`config.mk`:
```
export PLATFORM = sky130hd
export DESIGN_NAME = mux_scan_sampler
export DESIGN_NICKNAME = d
export VERILOG_FILES = /design/src/rtl/mux_scan_pkg.sv /design/src/rtl/mux_scan_dwell_cnt.sv /design/src/rtl/mux_scan_sampler.sv
export SDC_FILE = /design/constraint.sdc
export NUM_CORES = 1
export LEC_CHECK = 0
export ABC_AREA = 1
export BUFFER_PORTS_ARGS = -buffer_cell sky130_fd_sc_hd__buf_2
export CAP_MARGIN = 20
export CORE_AREA = 2 2 39 41
export DETAILED_ROUTE_END_ITERATION = 10
export DIE_AREA = 0 0 41 43
export GPL_ROUTABILITY_DRIVEN = 0
export PLACE_DENSITY = 0.66
export SKIP_CTS_REPAIR_TIMING = 1
export SYNTH_ARGS = -nofsm -noshare
export SYNTH_HDL_FRONTEND = slang
export SYNTH_HIERARCHICAL = 1
export SYNTH_SLANG_ARGS = --single-unit
```
`constraint.sdc`:
```
create_clock -name clk -period 1.4 [get_ports clk]
set_input_delay 0.21 -clock clk [delete_from_list [all_inputs] [get_ports clk]]
set_output_delay 0.21 -clock clk [all_outputs]
set_load 0.01 [all_outputs]
```
`src/rtl/mux_scan_pkg.sv`:
```
// Shared types and constants for the mux scan sampler.
// The state encoding, channel count and select width live here so that the
// sampler and any future checker agree on them.
package mux_scan_pkg;

    // Number of channels behind the downstream mux and the select width.
    localparam int unsigned NUM_CH = 4;
    localparam int unsigned SEL_W  = 2;

    // Channel select as driven to the mux.
    typedef logic [SEL_W-1:0] sel_t;

    // Last channel of a scan; its capture ends the scan.
    localparam sel_t LAST_CH = sel_t'(NUM_CH - 1);

    // Scan FSM states.
    typedef enum logic [1:0] {
        ST_IDLE   = 2'd0,
        ST_SETTLE = 2'd1,
        ST_OUT    = 2'd2
    } state_e;

    // Even parity of an assembled word (XOR of all bits).
    function automatic logic word_parity(input logic [NUM_CH-1:0] w);
        return ^w;
    endfunction

endpackage

```
`src/rtl/mux_scan_dwell_cnt.sv`:
```
// Dwell counter for the mux scan sampler.
// Counts the cycles a channel select has been held. done is high while the
// count sits at DWELL-1; an enabled cycle with done high wraps the count to 0
// so the next channel starts its dwell from zero.
module mux_scan_dwell_cnt
    import mux_scan_pkg::*;
#(
    parameter int DWELL = 2
) (
    input  logic clk,
    input  logic rst,
    input  logic clr,
    input  logic en,
    output logic done
);

    // A single-cycle dwell still needs a one-bit register to stay legal.
    localparam int CNT_W = (DWELL > 1) ? $clog2(DWELL) : 1;
    localparam logic [CNT_W-1:0] CNT_LAST = CNT_W'(DWELL - 1);

    logic [CNT_W-1:0] cnt_r;
    logic [CNT_W-1:0] cnt_nxt_s;

    // Next count: clear wins, otherwise advance and wrap at the dwell end.
    always_comb begin
        cnt_nxt_s = cnt_r;
        if (clr) begin
            cnt_nxt_s = CNT_W'(0);
        end else if (en) begin
            if (cnt_r == CNT_LAST) begin
                cnt_nxt_s = CNT_W'(0);
            end else begin
                cnt_nxt_s = cnt_r + CNT_W'(1);
            end
        end else begin
            cnt_nxt_s = cnt_r;
        end
    end

    // Count register with synchronous reset.
    always_ff @(posedge clk) begin
        if (rst) begin
            cnt_r <= CNT_W'(0);
        end else begin
            cnt_r <= cnt_nxt_s;
        end
    end

    assign done = (cnt_r == CNT_LAST);

endmodule

```
`src/rtl/mux_scan_sampler.sv`:
```
// Mux scan sampler: steps a 2-bit select through the four channels of an
// external 4:1 mux, holds each select for DWELL cycles, captures the mux
// output at the end of each dwell and presents the assembled 4-bit word with
// a valid/ready handshake. In continuous mode a new scan starts as soon as a
// word is accepted.
// Optional build macro MUX_SCAN_PARITY_EN adds output word_par, the XOR of
// word, registered alongside word.
module mux_scan_sampler
    import mux_scan_pkg::*;
#(
    parameter int DWELL = 2
) (
    input  logic              clk,
    input  logic              rst,
    input  logic              start,
    input  logic              continuous,
    input  logic              mux_out,
    output logic [SEL_W-1:0]  sel,
    output logic [NUM_CH-1:0] word,
    output logic              word_valid,
    input  logic              word_ready,
    output logic              busy
`ifdef MUX_SCAN_PARITY_EN
    ,
    output logic              word_par
`endif
);

    // A zero dwell would capture before the select has been driven at all.
    generate
        if (DWELL < 1) begin : g_dwell_check
            $error("mux_scan_sampler: DWELL must be at least 1");
        end
    endgenerate

    state_e            state_r;
    state_e            state_nxt_s;
    sel_t              sel_r;
    sel_t              sel_nxt_s;
    logic [NUM_CH-1:0] word_r;
    logic [NUM_CH-1:0] word_nxt_s;
    logic              valid_r;
    logic              valid_nxt_s;
    logic              busy_r;
    logic              busy_nxt_s;
    logic              dwell_done_s;
    logic              cnt_clr_s;
    logic              cnt_en_s;

    // The dwell counter only runs while settling and is held at zero otherwise,
    // so every scan starts its first dwell from a clean count.
    assign cnt_en_s  = (state_r == ST_SETTLE);
    assign cnt_clr_s = (state_r != ST_SETTLE);

    mux_scan_dwell_cnt #(
        .DWELL (DWELL)
    ) u_dwell_cnt (
        .clk  (clk),
        .rst  (rst),
        .clr  (cnt_clr_s),
        .en   (cnt_en_s),
        .done (dwell_done_s)
    );

    // Next-state, select and capture decode for the scan FSM.
    always_comb begin
        state_nxt_s = state_r;
        sel_nxt_s   = sel_r;
        word_nxt_s  = word_r;
        case (state_r)
            ST_IDLE: begin
                if (start) begin
                    state_nxt_s = ST_SETTLE;
                    sel_nxt_s   = sel_t'(0);
                end else begin
                    state_nxt_s = ST_IDLE;
                    sel_nxt_s   = sel_t'(0);
                end
            end
            ST_SETTLE: begin
                if (dwell_done_s) begin
                    // Only the bit of the current channel is replaced; the
                    // others keep their value from the previous scan.
                    word_nxt_s[sel_r] = mux_out;
                    sel_nxt_s         = sel_r + sel_t'(1);
                    if (sel_r == LAST_CH) begin
                        state_nxt_s = ST_OUT;
                    end else begin
                        state_nxt_s = ST_SETTLE;
                    end
                end else begin
                    state_nxt_s = ST_SETTLE;
                end
            end
            ST_OUT: begin
                // start is deliberately not looked at here.
                if (word_ready) begin
                    sel_nxt_s = sel_t'(0);
                    if (continuous) begin
                        state_nxt_s = ST_SETTLE;
                    end else begin
                        state_nxt_s = ST_IDLE;
                    end
                end else begin
                    state_nxt_s = ST_OUT;
                end
            end
            default: begin
                state_nxt_s = ST_IDLE;
                sel_nxt_s   = sel_t'(0);
            end
        endcase
        valid_nxt_s = (state_nxt_s == ST_OUT);
        busy_nxt_s  = (state_nxt_s != ST_IDLE);
    end

    // State and output registers; reset overrides everything, including start.
    always_ff @(posedge clk) begin
        if (rst) begin
            state_r <= ST_IDLE;
            sel_r   <= sel_t'(0);
            word_r  <= NUM_CH'(0);
            valid_r <= 1'b0;
            busy_r  <= 1'b0;
        end else begin
            state_r <= state_nxt_s;
            sel_r   <= sel_nxt_s;
            word_r  <= word_nxt_s;
            valid_r <= valid_nxt_s;
            busy_r  <= busy_nxt_s;
        end
    end

    assign sel        = sel_r;
    assign word       = word_r;
    assign word_valid = valid_r;
    assign busy       = busy_r;

`ifdef MUX_SCAN_PARITY_EN
    logic par_r;

    // Parity register updated from the same next value as word.
    always_ff @(posedge clk) begin
        if (rst) begin
            par_r <= 1'b0;
        end else begin
            par_r <= word_parity(word_nxt_s);
        end
    end

    assign word_par = par_r;
`endif

endmodule

```
==> results of run 1 <==
[layout make-up]
type	count	area (um^2)
Fill cell	146	740.7
Multi-Input combinational cell	49	254.0
Sequential cell	11	220.2
Timing Repair Buffer	13	65.06
Inverter	14	57.56
Clock buffer	4	26.28
Tap cell	16	20.02
[worst max path at each step]
stage,to,slack (ns),cells past startpoint,start
final,busy$_SDFF_PP0_,0.33,7,sel[0]$_SDFFE_PP0P_
after global routing,busy$_SDFF_PP0_,0.22,7,sel[0]$_SDFFE_PP0P_
after CTS,busy$_SDFF_PP0_,0.31,7,sel[0]$_SDFFE_PP0P_
after detailed placement,busy$_SDFF_PP0_,0.33,7,sel[0]$_SDFFE_PP0P_
after global placement,word[2]$_SDFFE_PP0P_,0.36,6,sel[0]$_SDFFE_PP0P_
after floorplan,word[3]$_SDFFE_PP0P_,0.36,6,sel[0]$_SDFFE_PP0P_
[per-layer routing]
layer  global-route usage  wire length (um)  share of wire
met2               0.1781               428           0.44
met3              0.04712                51          0.052
met5                    0                 0              0
met4               0.1000                23          0.023
met1               0.1683               476           0.49
[critical path, stage by stage (launching register included)]
cell and delay [ns]:
dfxtp_1 0.40, ha_1 0.17, nand2_1 0.07, nor2_2 0.16
inv_2 0.05, nand2_1 0.06, nand2_2 0.06, nand2_1 0.06
[state kept, by name (all words and copies together), names as in the netlist]
name,count
state_r,2
sel,2
word,4
word_valid,1
busy,1
u_dwell_cnt/done,1
[power groups by stage]
stage / Clock [mW] / Sequential [mW] / Combinational [mW]
after floorplan: 0 / 0.333 / 0.0311
after global placement: 0 / 0.332 / 0.0522
after detailed placement: 0 / 0.332 / 0.0530
after CTS: 0.221 / 0.325 / 0.0532
after global routing: 0.238 / 0.325 / 0.0597
final: 0.210 / 0.325 / 0.0523
[cells in the final DEF, fill, tap and decap left out, drive strengths merged]
cell type	netlist	final
a21oi	1	1
buf	0	13
clkinv	1	1
clkbuf	0	4
nand3	7	7
nor2	16	16
nand2	18	18
nand4	1	1
ha	4	4
dfxtp	11	11
inv	13	13
o21ai	2	2
[logic make-up after synthesis]
family,count (synthesis)
adders and majority gates,4
and+or+nand+nor,42
DFF,11
AOI/OAI and AO/OA,3
buffers and inverters,14
[through the flow]
step	hold WS (ns)	std cells	util
floorplan	0.2791	74	-
global placement	0.4425	103	0.4458
detailed placement	0.4490	103	0.4458
CTS	0.1642	107	0.4647
global route	0.1727	107	0.4647
finish	0.1670	107	0.4647
==> results.md, run 1 <==
| Quantity | This run |
|---|---|
| Status | finished clean |
| Commonest cells in the netlist | nand2_1, nor2_1, dfxtp_1 |
| Count of input and output buffers | 13 |
| DR vias | 481 |
| Vias in the first global route | 401 |
| Number of cells on the worst reg-to-reg path | 7 |
| Internal power summed over all cells | 0.4489 mW |
| Clock transition at the register clock pins on the worst setup and hold paths after CTS | 0.07 ns |
| Full die area | 1763 um^2 |
| Combinational share of power | 0.089 |
| Most numerous cell in the Yosys netlist | nand2_1 |
| Warnings from Yosys | 6 |
| Switching power summed over all nets | 0.1382 mW |
| Cell chosen for the clock root | clkbuf_4 |
| Sequential cell fraction of total power | 0.553 |
| 1st-iter DRT viols | 5 |
| Startpoint of the worst-slack reg-to-reg timing path | sel[0]$_SDFFE_PP0P_ |
| Largest area contributor in the synthesized netlist | dfxtp_1 |
| Initial antenna violation count | 0 |
| Setup repair after global routing missed its margin | no |
| Final-stage net count | 102 |
| Final period utilization | 0.7659 |
| Switching Share | 0.2355 |
| Number of detailed-route iterations in the first pass | 4 |
| Slew at the pin with the worst max-slew slack | 0.2330 ns |
| Post-Synth XOR/XNOR Area | 0 |
| Antenna diodes | 0 |
| Sequential area share after synthesis | 0.4141 |
| Effective utilization at floorplan | 0.3843 |
| Insertion delay to the later sink of the worst-skew pair | 0.26 ns |
| Lkg Pwr | 0.3498 nW |
| Total power per unit cell area | 912.9 nW/um^2 |
| Largest buffer count on any clock path | 2 |
| Max Fanout on Critical Path | 5 |
| Number of enable-type register cells in the synthesized netlist | 0 |
| CTS sink cnt | 11 |
| FMAX | 932.7 MHz |
| Layout area overhead | 20.94% |
| Count of endpoints failing hold in the final timing report | 0 |
| Min-delay worst type | primary input to register |
| Proportion of synthesized area in mux cells | 0 |
| Finished layout cell area | 643.1 um^2 |
| Post-synthesis adder-cell area fraction | 0.09412 |
| First-pass GRT wire length | 1.531 mm |
| Post-DP HPWL | 777.8 um |
| Synth Instances | 74 |
| Data required time at the worst endpoint | 1.61 ns |
| Synthesized-area fraction occupied by and/or/nand/nor cells | 0.3553 |
| Critical path capture point type | register |
| Maximum number of pins on one net before global-route repair | 8 |
| Core Box Area | 1384 um^2 |
| Async S/R FF share, synth | 0 |
| CTS tree | yes |
| Primary FF master, synth | dfxtp_1 |
| Overall power after layout | 0.5871 mW |
| Post-route DRC violation count | 0 |
| Total standard cell area after synthesis | 531.8 um^2 |
| Gr usage total | 0.1338 |
| Clock network fraction of total power | 0.358 |
| Worst-case setup slack after placement | 0.3348 ns |
| Remaining Overflow, GRT | 0 |
| Routed wire per std cell | 9.159 um |
| Num CTS Buffers | 3 |
| Cell Rows | 14 |
| Hold Path Stages | 2 |
| DIE HEIGHT | 43 um |
| Main combinational cell family by area after synthesis | simple AND/OR/NAND/NOR gates |
| Relative slew slack | 0.8444 |
| Startpoint of the lowest-slack hold path | rst |
| Wire length after detailed routing | 980 um |
| Via density per instance | 4.495 |
| Distinct cell type count after synthesis | 14 |
| Arrival @ worst endpoint | 1.28 ns |
| Summed negative setup slack over all endpoints | 0 ns |
| Post-place instance area | 616.8 um^2 |
| VDD IR-drop max | 0.3390 mV |
| Flop-to-flop setup slack | 0.33 ns |
| Layout cell share with drive strength beyond 1 | 0.2967 |
| Minimum period implied by the final worst setup slack | 1.072 ns |
| Width of the chip | 41 um |
| Fraction of the mapped netlist area in compound gates | 0.02824 |
| Cell types with the largest area share after synthesis | dfxtp_1, nand2_1, ha_1 |
| Start-to-end type of the worst setup path | register to register |
| WHS Endpoint | sel[1]$_SDFFE_PP0P_ |
| Top-Level Pins | 14 |
| Depth of the CTS H-tree | 1 |
| Post-route worst setup slack | 0.3278 ns |
| Post-Synthesis Mean Instance Area | 7.186 um^2 |
| Synth top area share | 0.4141 |
| Kind of start point of the critical path | register |
| Syn Nets | 84 |
| Synth Register Bits | 11 |
| Setup Viol. Count Final | 0 |
| Post-route clock skew | 0.001240 ns |
| Pins over their slew limit | 0 |
| Number of nets still failing antenna checks after routing | 0 |
| Worst reg2reg endpoint | busy$_SDFF_PP0_ |
| Maxcap violations | 0 |
(Power assumes the default switching activity.)
==> inputs of run 2 (changes only) <==
--- a/config.mk
+++ b/config.mk
@@ -5,14 +5,14 @@
 export SDC_FILE = /design/constraint.sdc
 export NUM_CORES = 1
 export LEC_CHECK = 0
-export ABC_AREA = 1
+export ABC_AREA = 0
 export BUFFER_PORTS_ARGS = -buffer_cell sky130_fd_sc_hd__buf_2
 export CAP_MARGIN = 20
 export CORE_AREA = 2 2 39 41
 export DETAILED_ROUTE_END_ITERATION = 10
 export DIE_AREA = 0 0 41 43
 export GPL_ROUTABILITY_DRIVEN = 0
-export PLACE_DENSITY = 0.66
+export PLACE_DENSITY = 0.68
 export SKIP_CTS_REPAIR_TIMING = 1
 export SYNTH_ARGS = -nofsm -noshare
 export SYNTH_HDL_FRONTEND = slang
==> constraint.sdc (replaced) <==
create_clock -name clk -period 0.9 [get_ports clk]
set_input_delay 0.135 -clock clk [delete_from_list [all_inputs] [get_ports clk]]
set_output_delay 0.135 -clock clk [all_outputs]
set_load 0.01 [all_outputs]
==> run 2 against run 1 <==
The flow now finishes with violations (setup timing). Critical path type unchanged. Sequential power grew 54%. Final area increased by 22%. Combinational power rose by 130%. Hold slack worse by 0.0069 ns. Flip-flop and latch count stayed put. Power is 62% higher. Setup slack got worse by 0.55 ns. Clock-buffer cell count is the same. Register-to-register slack got worse by 0.55 ns. Non-clock buffer count increased by 13. Maximum frequency shrank 4.9%.
==> results.md, run 2 <==
| Quantity | This run |
|---|---|
| Largest buffer count on any clock path | 2 |
| Overall power after layout | 0.9519 mW |
| Relative slew slack | 0.8676 |
| Width of the chip | 41 um |
| Commonest non-fill, non-tap cell in the layout | buf_2 |
| Synth Instances | 56 |
| Cell Rows | 14 |
| Count of input and output buffers | 13 |
| Start-to-end type of the worst setup path | register to register |
| Setup Viol. Count Final | 13 |
| Depth of the CTS H-tree | 1 |
| FMAX | 887.4 MHz |
| Worst-case setup slack after placement | -0.2105 ns |
| Pins over their slew limit | 0 |
| Post-DP HPWL | 860.3 um |
| Sequential area share after synthesis | 0.4231 |
| Most used cells in the layout excluding fill and tap cells | buf_2, buf_4, dfxtp_1, a21oi_1 |
| DIE HEIGHT | 43 um |
| CTS sink cnt | 11 |
| Kind of start point of the critical path | register |
| Clock network fraction of total power | 0.350 |
| Vias in the first global route | 394 |
| Core Box Area | 1384 um^2 |
| Internal power summed over all cells | 0.7256 mW |
| Gr usage total | 0.1396 |
| Post-route worst setup slack | -0.2269 ns |
| Antenna diodes | 0 |
| Number of flip-flops under the largest register name | 4 |
| Via density per instance | 4.960 |
| Arrival @ worst endpoint | 1.30 ns |
| Switching Share | 0.2378 |
| Warnings from Yosys | 6 |
| Switching power summed over all nets | 0.2264 mW |
| Primary FF master, synth | dfxtp_1 |
| Min-delay worst type | primary input to register |
| Cell types with the largest area share after synthesis | dfxtp_1, ha_1, a21oi_1 |
| Layout area overhead | 50.72% |
| Post-place instance area | 690.7 um^2 |
| Sequential cell fraction of total power | 0.526 |
| DR vias | 496 |
| Final period utilization | 1.252 |
| Num CTS Buffers | 3 |
| Number of nets still failing antenna checks after routing | 0 |
| Status | finished, violations left |
| Total standard cell area after synthesis | 520.5 um^2 |
| Layout cell share with drive strength beyond 1 | 0.5238 |
| Flop-to-flop setup slack | -0.23 ns |
| Maxcap violations | 0 |
| Initial antenna violation count | 0 |
| VDD IR-drop max | 0.5699 mV |
| Insertion delay to the later sink of the worst-skew pair | 0.26 ns |
| Post-route clock skew | 0.002007 ns |
| Number of detailed-route iterations in the first pass | 4 |
| Synth top area share | 0.4231 |
| Commonest cells in the netlist | dfxtp_1, a21oi_1 |
| 1st-iter DRT viols | 5 |
| Full die area | 1763 um^2 |
| Distinct cell type count after synthesis | 24 |
| Synth Register Bits | 11 |
| Data required time at the worst endpoint | 1.07 ns |
| Minimum period implied by the final worst setup slack | 1.127 ns |
| Remaining Overflow, GRT | 0 |
| Total power per unit cell area | 1213 nW/um^2 |
| Setup repair after global routing missed its margin | yes |
| Most numerous cell in the Yosys netlist | dfxtp_1 |
| Post-route DRC violation count | 0 |
| Maximum number of pins on one net before global-route repair | 9 |
| Cell chosen for the clock root | clkbuf_4 |
| Largest area contributor in the synthesized netlist | dfxtp_1 |
| Violated checks | setup timing |
| Async S/R FF share, synth | 0 |
| Slew at the pin with the worst max-slew slack | 0.1975 ns |
| Routed wire per std cell | 11.22 um |
| Effective utilization at floorplan | 0.3761 |
| Count of endpoints failing hold in the final timing report | 0 |
| Wire length after detailed routing | 1.122 mm |
| Clock transition at the register clock pins on the worst setup and hold paths after CTS | 0.07 ns |
| Finished layout cell area | 784.5 um^2 |
| Fillcell total | 130 |
| CTS tree | yes |
| Max Fanout on Critical Path | 4 |
| Combinational share of power | 0.124 |
| Final-stage net count | 95 |
| Critical path capture point type | register |
| Number of enable-type register cells in the synthesized netlist | 0 |
| Top-Level Pins | 14 |
| Post-Synthesis Mean Instance Area | 9.295 um^2 |
| Syn Nets | 66 |
| Lkg Pwr | 0.3405 nW |
| First-pass GRT wire length | 1.635 mm |
-- run 2: kinds of logic (layout without fill, tap and decap cells) --
group,count (synthesis),after routing,synth area share
muxes,1,1,0.01923
AOI/OAI and AO/OA,16,16,0.1947
xor gates and xnor gates,1,1,0.01683
buffers and inverters,6,34,0.04565
adders and majority gates,4,4,0.09616
DFF,11,11,0.4231
and+or+nand+nor,17,17,0.2043
-- run 2: per-layer routing --
| metal | share of wire | vias up | global-route usage |
|---|---|---|---|
| met2 | 0.49 | 12 | 0.1906 |
| li1 | - | 254 | - |
| met4 | 0.015 | 0 | 0.08000 |
| met3 | 0.049 | 2 | 0.04712 |
| met1 | 0.44 | 228 | 0.1833 |
| met5 | 0 | - | 0 |
-- run 2: worst max-delay path: stages, from the launching register on --
cell and delay, ns:
dfxtp_2 0.34, or3b_4 0.37, o21a_1 0.14, o32ai_2 0.19
-- run 2: path summary, 6_finish.rpt --
path / cells after the start / start / to
worst min register to register: 2 / word[0]$_SDFFE_PP0P_ / word[0]$_SDFFE_PP0P_
worst min-delay path: 3 / mux_out / word[1]$_SDFFE_PP0P_
worst max register to register: 3 / state_r[1]$_SDFF_PP0_ / sel[1]$_SDFFE_PP0P_
worst max-delay path: 3 / state_r[1]$_SDFF_PP0_ / sel[1]$_SDFFE_PP0P_
-- run 2: cell type report --
cell class,count,area (um^2),area share
inverters,4,15.01,0.01914
clock buffers,4,26.28,0.03349
repair buffers,26,180.2,0.2297
well taps,16,20.02,0.02552
multi-input cells,39,315.3,0.4019
flip-flops and latches,11,227.7,0.2903
-- run 2: metrics by stage --
stage	TNS, ns	instances	hold slack, ns	utilization
after floorplan	-0.7607	56	0.2059	-
after global placement	-1.206	95	0.4224	0.4991
after detailed placement	-1.411	95	0.4365	0.4991
after CTS	-1.808	99	0.1493	0.5181
after global routing	-2.221	100	0.1630	0.5669
final	-1.515	100	0.1601	0.5669
-- run 2: power groups by stage --
stage | combinational (mW) | clock (mW) | sequential [mW]
3_5_place_dp | 0.0976 | 0 | 0.514
3_3_place_gp | 0.0949 | 0 | 0.514
5_1_grt | 0.129 | 0.369 | 0.502
6_report | 0.118 | 0.333 | 0.501
4_1_cts | 0.0978 | 0.353 | 0.502
2_1_floorplan | 0.0454 | 0 | 0.516
==> inputs of run 3 (changes only) <==
--- a/config.mk
+++ b/config.mk
@@ -12,6 +12,7 @@
 export DETAILED_ROUTE_END_ITERATION = 10
 export DIE_AREA = 0 0 41 43
 export GPL_ROUTABILITY_DRIVEN = 0
+export MAX_ROUTING_LAYER = met4
 export PLACE_DENSITY = 0.68
 export SKIP_CTS_REPAIR_TIMING = 1
 export SYNTH_ARGS = -nofsm -noshare
==> run 3 against run 2 <==
The run still ends with setup timing left. Largest cell class unchanged. Non-clock buffer count stayed put. Critical path depth stayed put. Maximum frequency hardly changed. Die area stayed put. Final cell count stayed put.
==> results.md, run 3 (synthesis gave the netlist of run 2 again) <==
| Quantity | This run |
|---|---|
| Num CTS Buffers | 3 |
| Kind of start point of the critical path | register |
| Cell Rows | 14 |
| Insertion delay to the later sink of the worst-skew pair | 0.26 ns |
| Fillcell total | 130 |
| Number of flip-flops under the largest register name | 4 |
| Number of nets still failing antenna checks after routing | 0 |
| Via density per instance | 4.900 |
| Wire length after detailed routing | 1.127 mm |
| Total power per unit cell area | 1214 nW/um^2 |
| Full die area | 1763 um^2 |
| CTS sink cnt | 11 |
| Final period utilization | 1.252 |
| Pins over their slew limit | 0 |
| Commonest non-fill, non-tap cell in the layout | buf_2 |
| Top-Level Pins | 14 |
| Hold Path Stages | 3 |
| Overall power after layout | 0.9524 mW |
| Area taken by multi-input logic gates | 315.3 um^2 |
| Effective utilization at floorplan | 0.3761 |
| Width of the chip | 41 um |
| VDD IR-drop max | 0.5699 mV |
| Setup Viol. Count Final | 13 |
| Arrival @ worst endpoint | 1.30 ns |
| CTS tree | yes |
| Relative slew slack | 0.8677 |
| Setup repair after global routing missed its margin | yes |
| Final-stage net count | 95 |
| Maxcap violations | 0 |
| Cell chosen for the clock root | clkbuf_4 |
| Start-to-end type of the worst setup path | register to register |
| Count of endpoints failing hold in the final timing report | 0 |
| Gr usage total | 0.1430 |
| Remaining Overflow, GRT | 0 |
| DR vias | 490 |
| FMAX | 887.4 MHz |
| Number of cells on the worst reg-to-reg path | 3 |
| Post-route DRC violation count | 0 |
| DIE HEIGHT | 43 um |
| Core utilization of the finished layout | 0.5669 |
| Routed wire per std cell | 11.27 um |
| Minimum period implied by the final worst setup slack | 1.127 ns |
| Status | finished, violations left |
| Post-route worst setup slack | -0.2269 ns |
| Sequential standard cell area | 227.7 um^2 |
| Most used cells in the layout excluding fill and tap cells | buf_2, buf_4, dfxtp_1, a21oi_1 |
| Max Fanout on Critical Path | 4 |
| Maximum number of pins on one net before global-route repair | 9 |
| Post-route clock skew | 0.002021 ns |
| Antenna diodes | 0 |
| Slew at the pin with the worst max-slew slack | 0.1974 ns |
| Violated checks | setup timing |
| Core Box Area | 1384 um^2 |
| Min-delay worst type | primary input to register |
| Clock transition at the register clock pins on the worst setup and hold paths after CTS | 0.07 ns |
| Number of detailed-route iterations in the first pass | 4 |
| Initial antenna violation count | 0 |
| Lkg Pwr | 0.3405 nW |
| Layout area overhead | 50.72% |
| Layout cell share with drive strength beyond 1 | 0.5238 |
| 1st-iter DRT viols | 6 |
| Data required time at the worst endpoint | 1.07 ns |
| Count of input and output buffers | 13 |
| Critical path capture point type | register |
| Depth of the CTS H-tree | 1 |
| Worst hold slack | 0.1609 ns |
| Post-DP HPWL | 860.3 um |
| First-pass GRT wire length | 1.642 mm |
| Vias in the first global route | 391 |
| Largest buffer count on any clock path | 2 |
-- run 3: path summary, 6_finish.rpt --
check | start | to | slack [ns]
worst min register to register | word[0]$_SDFFE_PP0P_ | word[0]$_SDFFE_PP0P_ | 0.47
worst min-delay path | continuous | busy$_SDFF_PP0_ | 0.16
worst max register to register | state_r[1]$_SDFF_PP0_ | sel[1]$_SDFFE_PP0P_ | -0.23
worst max-delay path | state_r[1]$_SDFF_PP0_ | sel[1]$_SDFFE_PP0P_ | -0.23
-- run 3: routing by layer --
metal	share of wire	global-route usage	up-vias
met5	0	-	-
met4	0.012	0.08000	0
met3	0.049	0.04712	2
met2	0.49	0.1906	12
met1	0.45	0.1833	221
li1	-	-	255
-- run 3: critical path, stage by stage, from the launching register on --
cell	delay, ns
dfxtp_2	0.34
or3b_4	0.37
o21a_1	0.14
o32ai_2	0.19
-- run 3: power breakdown --
| part | leakage [nW] | internal [mW] | switching, mW | total, mW |
|---|---|---|---|---|
| clock | 0.0150 | 0.171 | 0.162 | 0.333 |
| combinational | 0.234 | 0.0609 | 0.0578 | 0.119 |
| sequential | 0.0914 | 0.493 | 0.00712 | 0.501 |
| total | 0.340 | 0.726 | 0.227 | 0.952 |
-- run 3: cell type report --
cell class              count  area share
flip-flops and latches     11      0.2903
well taps                  16     0.02552
repair buffers             26      0.2297
clock buffers               4     0.03349
multi-input cells          39      0.4019
inverters                   4     0.01914
-- run 3: stage by stage --
stage	instances	worst slack, ns	cell area [um^2]	TNS, ns
after floorplan	56	-0.1742	524.3	-0.7607
after global placement	95	-0.1750	690.7	-1.206
after detailed placement	95	-0.2105	690.7	-1.411
after CTS	99	-0.2255	716.9	-1.808
after global routing	100	-0.2506	784.5	-2.221
final	100	-0.2269	784.5	-1.523
